### src/rtl/fetch_stage.sv
// Instruction-fetch stage: owns the PC, drives the instruction-memory address,
// and fills the IF/ID register with stall handling and redirect squash.
module fetch_stage #(
  parameter logic [31:0] RESET_PC  = 32'h0000_0000,
  parameter logic [31:0] NOP_INSTR = 32'h0000_0013
) (
  input  logic        clk,
  input  logic        reset,
  input  logic        stall,
  input  logic        branch_taken,
  input  logic [31:0] branch_target,
  input  logic [31:0] instruction,
  output logic [31:0] pc_out,
  output logic [31:0] if_id_pc,
  output logic [31:0] if_id_pc_plus4,
  output logic [31:0] if_id_instr,
  output logic        if_id_valid,
  output logic [31:0] fetch_count
);

  logic [31:0] pc;
  logic [31:0] pc_plus4;

  assign pc_plus4 = pc + 32'd4;
  assign pc_out   = pc;

  // Redirect beats stall: the branch in EX is older than the stalled decode op.
  // A bubble keeps the old if_id_pc/pc_plus4; only instr and valid change.
  always_ff @(posedge clk) begin
    if (reset) begin
      pc             <= RESET_PC;
      if_id_pc       <= RESET_PC;
      if_id_pc_plus4 <= RESET_PC + 32'd4;
      if_id_instr    <= NOP_INSTR;
      if_id_valid    <= 1'b0;
      fetch_count    <= '0;
    end else if (branch_taken) begin
      pc          <= {branch_target[31:2], 2'b00};
      if_id_instr <= NOP_INSTR;
      if_id_valid <= 1'b0;
    end else if (!stall) begin
      pc             <= pc_plus4;
      if_id_pc       <= pc;
      if_id_pc_plus4 <= pc_plus4;
      if_id_instr    <= instruction;
      if_id_valid    <= 1'b1;
      fetch_count    <= fetch_count + 32'd1;
    end
  end

endmodule

### config.mk
export PLATFORM = sky130hd
export DESIGN_NAME = fetch_stage
export DESIGN_NICKNAME = d
export VERILOG_FILES = /design/src/rtl/fetch_stage.sv
export SDC_FILE = /design/constraint.sdc
export NUM_CORES = 1
export LEC_CHECK = 0
export CORE_ASPECT_RATIO = 0.6
export CORE_UTILIZATION = 30
export CTS_CLUSTER_SIZE = 16
export DETAILED_ROUTE_END_ITERATION = 6
export RECOVER_POWER = 25
export SYNTH_ARGS = -nofsm -noshare
export SYNTH_HDL_FRONTEND = slang
export SYNTH_SLANG_ARGS = --single-unit
export TNS_END_PERCENT = 20
### constraint.sdc
create_clock -name clk -period 4.1 [get_ports clk]
set_clock_uncertainty 0.15 [all_clocks]
set_input_delay 0.82 -clock clk [delete_from_list [all_inputs] [get_ports clk]]
set_output_delay 0.82 -clock clk [all_outputs]
set_load 0.02 [all_outputs]
==> flow_summary.toml, run 1 <==
[run_status]
status = "finished with violations"
violations = "max-capacitance violations, max-slew violations"

[synth]
syn_area_um2 = 7000
synth_compound_area_frac = 0.164
ys_seq_area_frac = 0.443
synth_mux_area_frac = 0.0472
synth.distinct_cells = 53
synthAdderAreaFrac = 0.00357
synth_top_family_by_area = "simple AND/OR/NAND/NOR gates"
synth_ff_type = "dfxtp_1"
yosysTopAreaCellShare = 0.443
synth_top_cell_by_area = "dfxtp_1"
synthXorXnorAreaFrac = 0.0388
ys_warn_count = 0
synth_cells = 832
synth_simple_gate_area_frac = 0.249
ys_ff_latch = 155
async_reset_ff_frac = 0
synth.avg_cell_area_um2 = 8.42
synthTopCellsByArea = "dfxtp_1, nand2_1, mux2i_1"
synth_edf_count = 0

[critical_path]
r2r-end = "pc_out[27]"
critical_path_arrival_ns = 3.21
rrSetupSlack_ns = 1.33
startpoint = "stall"
worstPathCellList = "buf_2 > clkbuf_2 > nor4_1 > nor3b_1 > o311a_1"
critical_path_depth = 5
worstPathBufferInverterCount = 2
cp_slowest_cell = "clkbuf_2"
critical_path_class = "in -> reg"
worstRegToRegCells = 4
crit_path_start_kind = "primary input"
regToRegStartpoint = "pc_out[6]"
endpoint = "pc_out[12]"
critPathTopFamily = "buffers and inverters"
crit_required_ns = 4.27
end_kind = "register"
worstPathMaxFanout = 45
critPathMaxStageDelay_ns = 1.09

[drt]
firstDrtPassIters = 5
wirelength_mm = 22.8
antenna_left = 0
drcViolationCount = 0
drtIter0Drc = 308
viasPerCell = 5.10
wire_per_inst_um = 17.2
num_vias = 6759

[timing]
min_period_ns = 3.04
final_max_slew_viol_count = 73
slew_headroom = -0.0618
max_freq_mhz = 329
min_period_over_period = 0.741
fin_tns_setup_ns = 0
worst_pin_slew_ns = 1.59
whs_ns = 0.300
rsz0062_at_grt = "false"
finalSetupViolCount = 0
hold_violations = 0

[grt]
grt-ovfl-total = 0
grt_antenna_before_repair = 0
grt.total_usage = 0.193
grt_pass1_wl_mm = 35.7
grt_max_degree = 76
grt_pass1_vias = 6302

[run]
maxCapViolations = 1

[power]
ir_drop_mv = 0.339
power.density_nw_per_um2 = 375
p_leak_nw = 3.47
p_total_mw = 3.73

[hold_path]
min_path_cells = 2
min_path_type = "reg -> reg"

[placed_design]
dpl.hpwl_mm = 15.6
io_buffers = 220
place_congestion = 0.797

[floorplan]
die_y_um = 120
rows = 42
initial_core_util = 0.312
dieArea_um2 = 24000
num_io_pins = 229
core-area_um2 = 22400
die_x_um = 199

[clocking]
htreeDepth = 4
cts_tree = "done"
path_clk_slew_ns = 0.06
max-clock-path-buffers = 2
cts_buffers = 17
cts.sinks = 155
postCtsSetupRepairBufs = 0
cts-hold-fix-buffers = 0
ctsResizeCount = 0
cts-root-buf = "clkbuf_16"
insertion_delay_ns = 0.43

[cells_and_area]
antenna_cells = 0
drive_above_1_share = 0.0521
fin_nets = 1076
syn_to_final_growth_pct = 42.2
where the power goes:
| group | internal [mW] | switching, mW |
|---|---|---|
| sequential | 1.57 | 0.0744 |
| clock | 0.981 | 0.652 |
| combinational | 0.218 | 0.243 |
cell type report:
class | count | area (um^2)
clock buffers | 19 | 453
clock inverters | 12 | 148
fillers | 2181 | 12500
inverters | 9 | 33.8
multi-input cells | 594 | 3550
flip-flops and latches | 155 | 3100
well taps | 308 | 385
repair buffers | 229 | 2280
metal layers:
layer	up-vias	wire length [um]	share of wire	track usage
met1	3154	11000	0.48	0.269
met4	0	205	0.0090	0.0495
met5	-	0	0	0
met3	15	2330	0.10	0.0787
li1	3353	-	-	-
met2	237	9270	0.41	0.272
worst min-delay path: cells and delay by family, from the launching register on:
kind	cells	cell delay (ns)
and+or+nand+nor	1	0.05
AOI/OAI and AO/OA	1	0.05
DFF	1	0.30
state kept, by name, summed over array words and instances (netlist names):
signal	count
fetch_count	32
if_id_instr	32
if_id_pc	30
if_id_pc_plus4	30
pc_out	30
if_id_valid	1
worst min-delay path by stage:
stage | start | slack (ns) | to
after floorplan | if_id_valid | 0.38 | if_id_valid
after global placement | if_id_valid | 0.29 | if_id_valid
after detailed placement | if_id_pc[22] | 0.30 | if_id_pc[22]
after CTS | if_id_pc[22] | 0.30 | if_id_pc[22]
after global routing | if_id_pc[23] | 0.32 | if_id_pc[23]
final | if_id_pc[31] | 0.30 | if_id_pc[31]
cells in the mapped netlist (2+ instances only):
| master | n |
|---|---|
| o2111ai_1 | 2 |
| o31ai_1 | 26 |
| or2_2 | 2 |
| xor2_1 | 11 |
| ha_1 | 2 |
| nand2_1 | 99 |
| o31a_1 | 2 |
| dfxtp_1 | 155 |
| and2_1 | 2 |
| a2111oi_0 | 3 |
| nand2b_1 | 2 |
| nor2_1 | 86 |
| buf_2 | 11 |
| nor2b_1 | 5 |
| inv_1 | 9 |
| and3_1 | 7 |
| nand4_1 | 17 |
| o21ai_0 | 37 |
| nor3b_1 | 4 |
| xnor2_1 | 20 |
| or4_1 | 26 |
| a311oi_1 | 20 |
| nor3_1 | 17 |
| a31oi_1 | 6 |
| mux2i_1 | 33 |
| nand3_1 | 17 |
| buf_1 | 7 |
| a211oi_1 | 13 |
| a21oi_1 | 64 |
| or3_1 | 24 |
| nor4_1 | 14 |
| buf_4 | 6 |
| and4_1 | 10 |
| clkbuf_1 | 54 |
stage by stage:
stage                     utilization  instance area, um^2  setup slack, ns  cells
after floorplan                     -                 7020             1.63    837
after global placement          0.417                 9360            0.940   1295
after detailed placement        0.417                 9360            0.877   1295
after CTS                       0.444                 9960             1.34   1326
after global routing            0.444                 9960            0.948   1326
final                           0.444                 9960             1.06   1326
cell families after synthesis:
logic type	count (synthesis)
flops	155
other cells	1
simple gates	341
fa+ha+maj	2
mux	33
buf+inv	88
compound gates	181
xor+xnor	31
layout by cell type (no fill, tap or decap), types with 5 or more instances in the layout:
cell type | Yosys | routed
or3_1 | 24 | 24
nor3_1 | 17 | 17
nand2_1 | 99 | 99
nand3_1 | 17 | 17
xor2_1 | 11 | 11
a21oi_1 | 64 | 64
nor4_1 | 14 | 14
xnor2_1 | 20 | 20
a311oi_1 | 20 | 20
and3_1 | 7 | 7
nor2_1 | 86 | 85
dfxtp_1 | 155 | 155
mux2i_1 | 33 | 33
a211oi_1 | 13 | 13
and4_1 | 10 | 10
clkinvlp_4 | 0 | 5
o21ai_0 | 37 | 37
o31ai_1 | 26 | 26
conb_1 | 1 | 6
nand4_1 | 17 | 17
dlygate4sd3_1 | 0 | 54
a31oi_1 | 6 | 6
inv_1 | 9 | 9
or4_1 | 26 | 26
nor2b_1 | 5 | 5
clkbuf_16 | 0 | 17
clkdlybuf4s50_1 | 0 | 164
buf_4 | 6 | 6
Power figures use the tool's default switching activity.
==> inputs of run 2 (changes only) <==
==> constraint.sdc (replaced) <==
create_clock -name clk -period 2.8 [get_ports clk]
set_clock_uncertainty 0.15 [all_clocks]
set_input_delay 0.56 -clock clk [delete_from_list [all_inputs] [get_ports clk]]
set_output_delay 0.56 -clock clk [all_outputs]
set_load 0.02 [all_outputs]
==> flow_summary.toml, run 2 (synthesis gave the netlist of run 1 again) <==
[critical_path]
crit_required_ns = 3.01
worstPathMaxFanout = 41
worstPathBufferInverterCount = 3
critical_path_arrival_ns = 2.84
crit_path_start_kind = "primary input"
worstPathCellList = "dlygate4sd3_1 > clkbuf_4 > or2_2 > buf_2 > nor2_1 > o31a_1 > nor3_1"
critical_path_class = "in -> reg"
cp_slowest_cell = "buf_2"
critPathTopFamily = "buffers and inverters"
critPathMaxStageDelay_ns = 0.71
worstRegToRegCells = 4
critical_path_depth = 7
end_kind = "register"

[cells_and_area]
reg_top3 = "fetch_count (32), if_id_instr (32)"
layout_commonest_cell = "clkdlybuf4s50_1"
mostFrequentLayoutCells = "clkdlybuf4s50_1, dfxtp_1, nand2_1, nor2_1, a21oi_1"
design_area_um2 = 10200
syn_to_final_growth_pct = 45.0
fillers = 2199
fin_nets = 1110
drive_above_1_share = 0.0750

[grt]
grt-ovfl-total = 0
grt_pass1_vias = 6388
grt_pass1_wl_mm = 36.4
met1_usage = 0.278
use_met3 = 0.0820
grt-busiest-layer = "met1"
grt_util_met2 = 0.275
grt_antenna_before_repair = 0
grt.total_usage = 0.198
grt_max_degree = 47

[clocking]
max-clock-path-buffers = 2
cts_buffers = 17
cts_tree = "done"
cts-root-buf = "clkbuf_16"
insertion_delay_ns = 0.43
cts.sinks = 155
cts-hold-fix-buffers = 0
ctsResizeCount = 0
path_clk_slew_ns = 0.07
htreeDepth = 4
postCtsSetupRepairBufs = 0

[timing]
slew_headroom = 0.184
final_max_slew_viol_count = 0
min_period_over_period = 0.941
worst_pin_slew_ns = 1.22
hold_violations = 0
fin_tns_setup_ns = 0
min_period_ns = 2.63
max_freq_mhz = 380
finalSetupViolCount = 0
rsz0062_at_grt = "false"

[floorplan]
die_y_um = 120
initial_core_util = 0.312
core-area_um2 = 22400
dieArea_um2 = 24000
die_x_um = 199
num_io_pins = 229
rows = 42

[placed_design]
place_congestion = 0.798
post_dp_cell_area_um2 = 9640
dpl.hpwl_mm = 16.5
io_buffers = 220

[hold_path]
min_path_type = "in -> reg"
min_path_cells = 2

[power]
combPwrFrac = 0.136
ir_drop_mv = 0.413
switching_share = 0.261
p_int_mw = 4.07
power.density_nw_per_um2 = 542
pwr-share-seq = 0.431
p_switching_mw = 1.44
p_leak_nw = 3.45
p_clk_frac = 0.434

[drt]
antenna_left = 0
drtIter0Drc = 404
num_vias = 6924
firstDrtPassIters = 5
drcViolationCount = 0
viasPerCell = 5.08
wirelength_mm = 23.2
wire_per_inst_um = 17.1

[run_status]
status = "finished, final reports clean"

[run]
maxCapViolations = 0
==> run 2: cell types whose count changed in the layout (fill, tap and decap cells not counted), sizes merged <==
cell,delta
diode,+1
clkinvlp,-2
clkdlybuf4s50,+53
clkbuf,+10
clkinv,+1
buf,+26
dlygate4sd3,-53
==> run 2: cell type report <==
cell class,instances,area (um^2),area share
Antenna cell,1,2.50,0.000246
Clock buffer,21,450,0.0444
Clock inverter,11,145,0.0143
Inverter,9,33.8,0.00333
Multi-Input combinational cell,594,3550,0.349
Sequential cell,155,3100,0.306
Tap cell,308,385,0.0379
Timing Repair Buffer,263,2490,0.245
==> run 2: per-stage QoR <==
stage | setup slack, ns | cells | utilization | hold WS, ns | total power [mW]
after global routing | 0.0657 | 1361 | 0.452 | 0.222 | 5.73
after global placement | 0.102 | 1329 | 0.430 | 0.287 | 3.18
after floorplan | 0.556 | 837 | - | 0.376 | 2.79
after CTS | 0.316 | 1361 | 0.456 | 0.213 | 5.59
final | 0.166 | 1362 | 0.453 | 0.238 | 5.51
after detailed placement | 0.120 | 1329 | 0.430 | 0.293 | 3.18
==> run 2: worst register-to-register path, delay by kind of cell (launching register included) <==
kind	cells	cell delay, ns
AOI/OAI and AO/OA	1	0.33
DFF	1	0.57
and+or+nand+nor	3	1.33
==> run 2: routing by layer <==
| layer | up-vias | part of all wire |
|---|---|---|
| li1 | 3418 | - |
| met1 | 3249 | 0.49 |
| met2 | 240 | 0.40 |
| met3 | 17 | 0.098 |
| met4 | 0 | 0.0093 |
| met5 | - | 0 |
==> run 2: power by group through the flow <==
stage	clock, mW	sequential, mW	combinational, mW
5_1_grt	2.54	2.38	0.804
3_3_place_gp	0	2.42	0.758
2_1_floorplan	0	2.51	0.278
6_report	2.39	2.37	0.746
4_1_cts	2.45	2.37	0.764
3_5_place_dp	0	2.42	0.761
==> run 2: path summary, 6_finish.rpt <==
check / startpoint / endpoint / slack [ns]
worst max-delay path: branch_taken / if_id_pc_plus4[28] / 0.17
worst min-delay path: reset / pc_out[15] / 0.24
worst max register to register: pc_out[9] / pc_out[23] / 0.31
worst min register to register: if_id_pc[20] / if_id_pc[20] / 0.30
==> inputs of run 3 (changes only) <==
--- a/config.mk
+++ b/config.mk
@@ -10,6 +10,7 @@
 export CTS_CLUSTER_SIZE = 16
 export DETAILED_ROUTE_END_ITERATION = 6
 export RECOVER_POWER = 25
+export SETUP_SLACK_MARGIN = 0.02
 export SYNTH_ARGS = -nofsm -noshare
 export SYNTH_HDL_FRONTEND = slang
 export SYNTH_SLANG_ARGS = --single-unit
==> results of run 3 <==
No change in the layout: final DEF, timing and power equal those of run 2.
